**config.mk**
```make
export PLATFORM = sky130hd
export DESIGN_NAME = apb_mem_slave
export DESIGN_NICKNAME = d
export VERILOG_FILES = /design/src/rtl/apb_mem_pkg.sv /design/src/rtl/apb_mem_array.sv /design/src/rtl/apb_mem_slave.sv
export SDC_FILE = /design/constraint.sdc
export NUM_CORES = 2
export LEC_CHECK = 0
export CORE_UTILIZATION = 60
export CTS_CLUSTER_DIAMETER = 150
export DETAILED_ROUTE_END_ITERATION = 8
export PLACE_DENSITY = 0.85
export SYNTH_ARGS = -nofsm -noshare
export SYNTH_HDL_FRONTEND = slang
export SYNTH_SLANG_ARGS = --single-unit
export TNS_END_PERCENT = 100
```
**constraint.sdc**
```tcl
create_clock -name pclk -period 3.01 [get_ports pclk]
set_clock_uncertainty 0.15 [all_clocks]
set_input_delay 0.7525 -clock pclk [delete_from_list [all_inputs] [get_ports pclk]]
set_output_delay 0.7525 -clock pclk [all_outputs]
set_load 0.03 [all_outputs]
```
**src/rtl/apb_mem_pkg.sv**
```systemverilog
// Shared types and helpers for the APB memory slave: FSM state encoding,
// the address decode result and the byte-offset helper.
package apb_mem_pkg;

  // Widest paddr the decode helper accepts.
  localparam int APB_MEM_MAX_ADDR_W = 64;

  typedef enum logic [1:0] {
    IDLE = 2'd0,
    WAIT = 2'd1,
    RESP = 2'd2
  } apb_mem_state_t;

  typedef struct packed {
    logic [31:0] index;
    logic        err;
  } apb_mem_dec_t;

  // Number of byte-address bits below the word index (OFS).
  function automatic int apb_mem_ofs(input int data_w);
    return $clog2(data_w / 8);
  endfunction

  // Word index plus error flag (index out of range or misaligned address).
  function automatic apb_mem_dec_t apb_mem_decode(
    input logic [APB_MEM_MAX_ADDR_W-1:0] addr,
    input int                            ofs,
    input int                            depth
  );
    apb_mem_dec_t                  dec;
    logic [APB_MEM_MAX_ADDR_W-1:0] idx;
    logic [APB_MEM_MAX_ADDR_W-1:0] lsb_mask;
    idx       = addr >> ofs;
    lsb_mask  = (64'd1 << ofs) - 64'd1;
    dec.index = idx[31:0];
    dec.err   = (idx >= 64'(depth)) || ((addr & lsb_mask) != '0);
    return dec;
  endfunction

endpackage

```
**src/rtl/apb_mem_array.sv**
```systemverilog
// Word-organised storage for the APB memory slave: synchronous clear,
// byte-enable write port and combinational read of the indexed word.
module apb_mem_array #(
  parameter  int DEPTH  = 32,
  parameter  int DATA_W = 32,
  localparam int IDX_W  = $clog2(DEPTH),
  localparam int STRB_W = DATA_W / 8
) (
  input  logic              clk,
  input  logic              clr_n,
  input  logic              we,
  input  logic [STRB_W-1:0] be,
  input  logic [IDX_W-1:0]  idx,
  input  logic [DATA_W-1:0] wdata,
  output logic [DATA_W-1:0] rdata
);

  logic [DATA_W-1:0] mem_q [DEPTH];
  logic [DATA_W-1:0] mem_d [DEPTH];

  // Merge the enabled bytes of the write data into the addressed word.
  always_comb begin
    mem_d = mem_q;
    if (we) begin
      for (int b = 0; b < STRB_W; b++) begin
        if (be[b]) mem_d[idx][b*8 +: 8] = wdata[b*8 +: 8];
      end
    end
  end

  // Storage update; reset clears every word.
  // NOTE: this memory is deliberately reset because software relies on
  // reading zeros after reset; that forces flops rather than a RAM macro.
  always_ff @(posedge clk) begin
    if (!clr_n) begin
      for (int i = 0; i < DEPTH; i++) mem_q[i] <= '0;
    end else begin
      mem_q <= mem_d;
    end
  end

  assign rdata = mem_q[idx];

endmodule

```
**src/rtl/apb_mem_slave.sv**
```systemverilog
// APB slave with word-addressed register memory, programmable wait states
// and error response. Define APB_MEM_PSTRB_EN to add the pstrb port and
// byte-strobe writes; without it every write updates the full word.
module apb_mem_slave
  import apb_mem_pkg::*;
#(
  parameter int ADDR_W      = 32,
  parameter int DATA_W      = 32,
  parameter int DEPTH       = 32,
  parameter int WAIT_CYCLES = 0
) (
  input  logic                pclk,
  input  logic                presetn,
  input  logic                psel,
  input  logic                penable,
  input  logic                pwrite,
  input  logic [ADDR_W-1:0]   paddr,
  input  logic [DATA_W-1:0]   pwdata,
`ifdef APB_MEM_PSTRB_EN
  input  logic [DATA_W/8-1:0] pstrb,
`endif
  output logic [DATA_W-1:0]   prdata,
  output logic                pready,
  output logic                pslverr
);

  localparam int OFS    = apb_mem_ofs(DATA_W);
  localparam int STRB_W = DATA_W / 8;
  localparam int IDX_W  = $clog2(DEPTH);

  apb_mem_state_t    state_q, state_d;
  logic [3:0]        wcnt_q, wcnt_d;
  logic [DATA_W-1:0] prdata_q, prdata_d;
  logic              pready_q, pready_d;
  logic              pslverr_q, pslverr_d;

  apb_mem_dec_t      dec;
  logic [IDX_W-1:0]  idx;
  logic [STRB_W-1:0] wr_be;
  logic [DATA_W-1:0] rd_data;
  logic              mem_we;

  assign dec = apb_mem_decode(APB_MEM_MAX_ADDR_W'(paddr), OFS, DEPTH);
  assign idx = dec.index[IDX_W-1:0];

`ifdef APB_MEM_PSTRB_EN
  assign wr_be = pstrb;
`else
  assign wr_be = '1;
`endif

  apb_mem_array #(
    .DEPTH  (DEPTH),
    .DATA_W (DATA_W)
  ) u_array (
    .clk   (pclk),
    .clr_n (presetn),
    .we    (mem_we),
    .be    (wr_be),
    .idx   (idx),
    .wdata (pwdata),
    .rdata (rd_data)
  );

  // Transfer sequencing: setup -> wait-state countdown -> one-cycle response.
  // NOTE: every signal gets a default before the case so no path leaves one
  // unassigned, which would otherwise infer a latch.
  always_comb begin
    state_d   = state_q;
    wcnt_d    = wcnt_q;
    prdata_d  = prdata_q;
    pready_d  = 1'b0;
    pslverr_d = 1'b0;
    mem_we    = 1'b0;
    case (state_q)
      IDLE: begin
        if (psel && !penable) begin
          wcnt_d  = 4'(WAIT_CYCLES);
          state_d = WAIT;
        end
      end
      WAIT: begin
        if (!psel) begin
          state_d = IDLE;
        end else if (penable) begin
          if (wcnt_q != '0) begin
            wcnt_d = wcnt_q - 4'd1;
          end else begin
            pready_d = 1'b1;
            state_d  = RESP;
            if (dec.err) begin
              prdata_d  = '0;
              pslverr_d = 1'b1;
            end else if (pwrite) begin
              mem_we = 1'b1;
            end else begin
              prdata_d = rd_data;
            end
          end
        end
      end
      RESP:    state_d = IDLE;
      default: state_d = IDLE;
    endcase
  end

  // State and registered bus outputs; reset overrides any in-flight transfer.
  // NOTE: non-blocking assignments here so every flop samples the values
  // from before the edge, independent of statement order.
  always_ff @(posedge pclk) begin
    if (!presetn) begin
      state_q   <= IDLE;
      wcnt_q    <= '0;
      prdata_q  <= '0;
      pready_q  <= 1'b0;
      pslverr_q <= 1'b0;
    end else begin
      state_q   <= state_d;
      wcnt_q    <= wcnt_d;
      prdata_q  <= prdata_d;
      pready_q  <= pready_d;
      pslverr_q <= pslverr_d;
    end
  end

  assign prdata  = prdata_q;
  assign pready  = pready_q;
  assign pslverr = pslverr_q;

endmodule

```
==> results.md <==
* Max Cap Viol at 0
* Critical Path Max Stage Delay at 0.63 ns
* Slowest cell on the critical path: sky130_fd_sc_hd__or4_1
* Global placement routability congestion at 0.864
* Area grow syn2layout at 14.8%
* Total number of H-tree levels at 3
* Top_reg_cell synth: sky130_fd_sc_hd__dfxtp_1
* Crit path time final at 2.83 ns
* Leakage power of the design at 26.9 nW
* Final net count at 4701
* Post-layout instance count excluding filler cells at 5782
* Die span in x at 287 microns
* Clock Sinks at 1064
* Required time of the critical path at 3.43 ns
* Detailed-placement wirelength estimate at 84200 microns
* Hold Path Stages at 2
* DRT antenna net count at 0
* Max-slew headroom at 0.453
* R2R Setup Slk at 0.18 ns
* Post-synthesis async set-or-reset flop share at 0
* Routed vias/inst at 6.06
* Floorplan die area at 0.0822 sq mm
* Total power per unit cell area at 536 mW/mm^2
* Total grt overflow at 0
* Area contributors post-synth: sky130_fd_sc_hd__dfxtp_1 (44%), sky130_fd_sc_hd__mux2i_1 (31%), sky130_fd_sc_hd__nor2b_1 (13%)
* Result of the run: finished, final reports clean
* Logic depth of the worst register-to-register path at 8
* EDFF count, synth at 0
* Number of DRC markers in iteration 0 at 3413
* Global router's overall resource usage at 0.331
* Final Hold Fails at 0
* Worst Path Max Fanout at 15
* Worst slack at placement at -0.261 ns
* Layout cells sized above 1 at 0.100
* Clk Latency, worst-skew pair at 0.69 ns
* Initial core utilization at 0.606
* WP data arrival at 3.25 ns
* Placed cells at 5580
* Period Utilization, post-route at 0.941
* Post-CTS setup buffers at 0
* Drc violations at 0
* Top post-synthesis cells by count: sky130_fd_sc_hd__mux2i_1 (1512), sky130_fd_sc_hd__dfxtp_1 (1064), sky130_fd_sc_hd__nor2b_1 (1027), sky130_fd_sc_hd__clkbuf_1 (282), sky130_fd_sc_hd__a22oi_1 (244)
* Critical path start-end classification: reg2reg
* Area of the mapped netlist at 0.0486 sq mm
* Core area at 0.0803 sq mm
* Number of clock buffers inserted by TritonCTS at 108
* Path type of the worst min-delay path: reg2reg
* Average wire per cell in the routed design at 24.1 microns
* Final worst slack at 0.176 ns
* Net count after synthesis at 4674
* Final slew viol count at 0
* Crit path capture type: flop
* Sequential share of the synthesized area at 0.438
* Post-Synthesis Cells at 4603
* Post-Place Cell Area at 0.0520 sq mm
* Share of the core filled with cells at 0.695
* Count of vias placed by the detailed router at 35100
* Total routed wirelength at 139000 microns
* CTS clock-pin slew for the worst setup and hold paths at 0.07 ns
* Port buffer count at 102
* Number of antenna violations at the first check in global routing at 1
* Die Height at 287 microns
* Clk root buf: sky130_fd_sc_hd__clkbuf_16
* FP Rows at 104
* Buf/Inv on CP at 2
* Setup repair after global routing missed its margin: false
* Cts repair resizes at 0
* Setup-failing EPs final at 0
* Setup TNS at 0 ns
* Hold path start: prdata[31]$_SDFFE_PN0P_
* Area leader, netlist: sky130_fd_sc_hd__dfxtp_1
* Mapped Avg Cell Area at 10.6 sq um
* First-pass GRT wire length at 210000 microns
* Number of global-route vias before repair at 34400
* Highest attainable clock frequency at 353 MHz
* Terminating pin of the worst hold path: prdata[31]$_SDFFE_PN0P_
* Maximum ir drop on the vdd rail at 0.000467 V
* Startpoint type of the worst setup path: flop
* Worst-margin pin slew at 0.821 ns
* Number of primary I/O pins at 103
* Unique cell type count in the Yosys netlist at 39
* Cell class contributing the biggest share of worst-path delay: simple AND/OR/NAND/NOR gates
* Worst r2r dst: u_array.mem_q[139]$_SDFFE_PN0P_
* Cell Chain, Critical Path: inv_1 -> ha_1 -> or3b_1 -> or4_1 -> nor3_4 -> buf_12 -> mux2i_1 -> nor2b_1
* Count of warnings emitted by yosys at 0
* Largest net degree at the start of global routing at 177
* Final Cell Area at 0.0558 sq mm
* Area share of the largest cell type after synthesis at 0.438
* Most common cell in the synthesized netlist: sky130_fd_sc_hd__mux2i_1
* Quantity of hold-fixing buffers added after cts at 0
* 1st-pass router iterations at 6
* Buffer levels on the longest clock path at 3
* CTS tree: yes
* RR Startpoint: wcnt_q[0]$_SDFFE_PN0P_
* Post-synthesis sequential element count at 1064
==> sequential cells by signal, summed over array words and instances, names as in the netlist <==
signal	count
u_array.mem_q	1024
prdata	32
wcnt_q	4
state_q	2
pready	1
pslverr	1
==> worst reg2reg max path, stage by stage, from the launching register on <==
cell                      delay [ns]
sky130_fd_sc_hd__dfxtp_1        0.34
sky130_fd_sc_hd__inv_1          0.10
sky130_fd_sc_hd__ha_1           0.17
sky130_fd_sc_hd__or3b_1         0.53
sky130_fd_sc_hd__or4_1          0.63
sky130_fd_sc_hd__nor3_4         0.25
sky130_fd_sc_hd__buf_12         0.22
sky130_fd_sc_hd__mux2i_1        0.27
sky130_fd_sc_hd__nor2b_1        0.08
==> metrics by stage <==
stage	power (W)	hold slack, ns
floorplan	0.0154	0.294
global placement	0.0161	0.286
detailed placement	0.0161	0.291
CTS	0.0300	0.300
global route	0.0307	0.317
finish	0.0299	0.295
==> placed cells by master (no fill, tap or decap), types with 3 or more instances in the layout <==
master,instances
sky130_fd_sc_hd__buf_12,70
sky130_fd_sc_hd__clkdlybuf4s50_1,99
sky130_fd_sc_hd__inv_6,4
sky130_fd_sc_hd__clkbuf_1,21
sky130_fd_sc_hd__nor2b_1,1027
sky130_fd_sc_hd__dfxtp_1,1064
sky130_fd_sc_hd__or2_1,24
sky130_fd_sc_hd__clkinv_2,19
sky130_fd_sc_hd__and4b_2,4
sky130_fd_sc_hd__nor2_1,42
sky130_fd_sc_hd__inv_16,3
sky130_fd_sc_hd__inv_1,3
sky130_fd_sc_hd__o21ai_1,24
sky130_fd_sc_hd__clkbuf_8,27
sky130_fd_sc_hd__nand2_1,36
sky130_fd_sc_hd__or3b_1,5
sky130_fd_sc_hd__bufinv_16,11
sky130_fd_sc_hd__nand4_1,87
sky130_fd_sc_hd__nor4b_2,4
sky130_fd_sc_hd__o21ai_0,3
sky130_fd_sc_hd__mux4_2,12
sky130_fd_sc_hd__buf_4,189
sky130_fd_sc_hd__clkbuf_16,109
sky130_fd_sc_hd__and4_1,9
sky130_fd_sc_hd__o31ai_1,9
sky130_fd_sc_hd__nor4bb_4,6
sky130_fd_sc_hd__mux2i_1,1512
sky130_fd_sc_hd__nand3_1,3
sky130_fd_sc_hd__nor3_1,3
sky130_fd_sc_hd__a22oi_1,244
sky130_fd_sc_hd__nand3b_1,5
sky130_fd_sc_hd__nor4_1,6
sky130_fd_sc_hd__clkinv_4,3
==> routing by layer <==
layer | share of wire | vias to the layer above | GRT usage
li1 | - | 16000 | -
met5 | 0 | - | 0
met1 | 0.43 | 17300 | 0.445
met2 | 0.45 | 1308 | 0.520
met3 | 0.071 | 357 | 0.0576
met4 | 0.045 | 0 | 0.150
==> worst max-delay path by stage <==
stage	startpoint	end	slack (ns)	cells after the start
floorplan	paddr[25]	u_array.mem_q[289]$_SDFFE_PN0P_	0.38	8
global placement	paddr[6]	prdata[3]$_SDFFE_PN0P_	-0.15	9
detailed placement	penable	u_array.mem_q[397]$_SDFFE_PN0P_	-0.26	10
CTS	wcnt_q[0]$_SDFFE_PN0P_	u_array.mem_q[139]$_SDFFE_PN0P_	0.20	8
global route	wcnt_q[0]$_SDFFE_PN0P_	u_array.mem_q[139]$_SDFFE_PN0P_	0.09	8
finish	wcnt_q[0]$_SDFFE_PN0P_	u_array.mem_q[139]$_SDFFE_PN0P_	0.18	8
==> kinds of logic after synthesis <==
kind of cell / synth area share
muxes: 0.317
and+or+nand+nor: 0.163
DFF: 0.438
buffers and inverters: 0.0390
AOI/OAI and AO/OA: 0.0430
adders and majority gates: 0.000515
==> cell type report <==
class                   instances  area (sq um)
multi-input cells            3092         25600
clock inverters                43           587
diodes                          2          5.00
well taps                    1060          1330
flip-flops and latches       1064         21300
fillers                      5703         24500
repair buffers                361          3850
inverters                       3          11.3
clock buffers                 157          3180
==> report_power, final <==
part           leakage, nW  switching, W  total (W)  internal (W)
clock                 1.87       0.00581     0.0141       0.00831
combinational         16.5      0.000984    0.00175      0.000762
sequential            8.56    0.00000155     0.0141        0.0141
total                 26.9       0.00680     0.0299        0.0231
(Power assumes the default switching activity.)
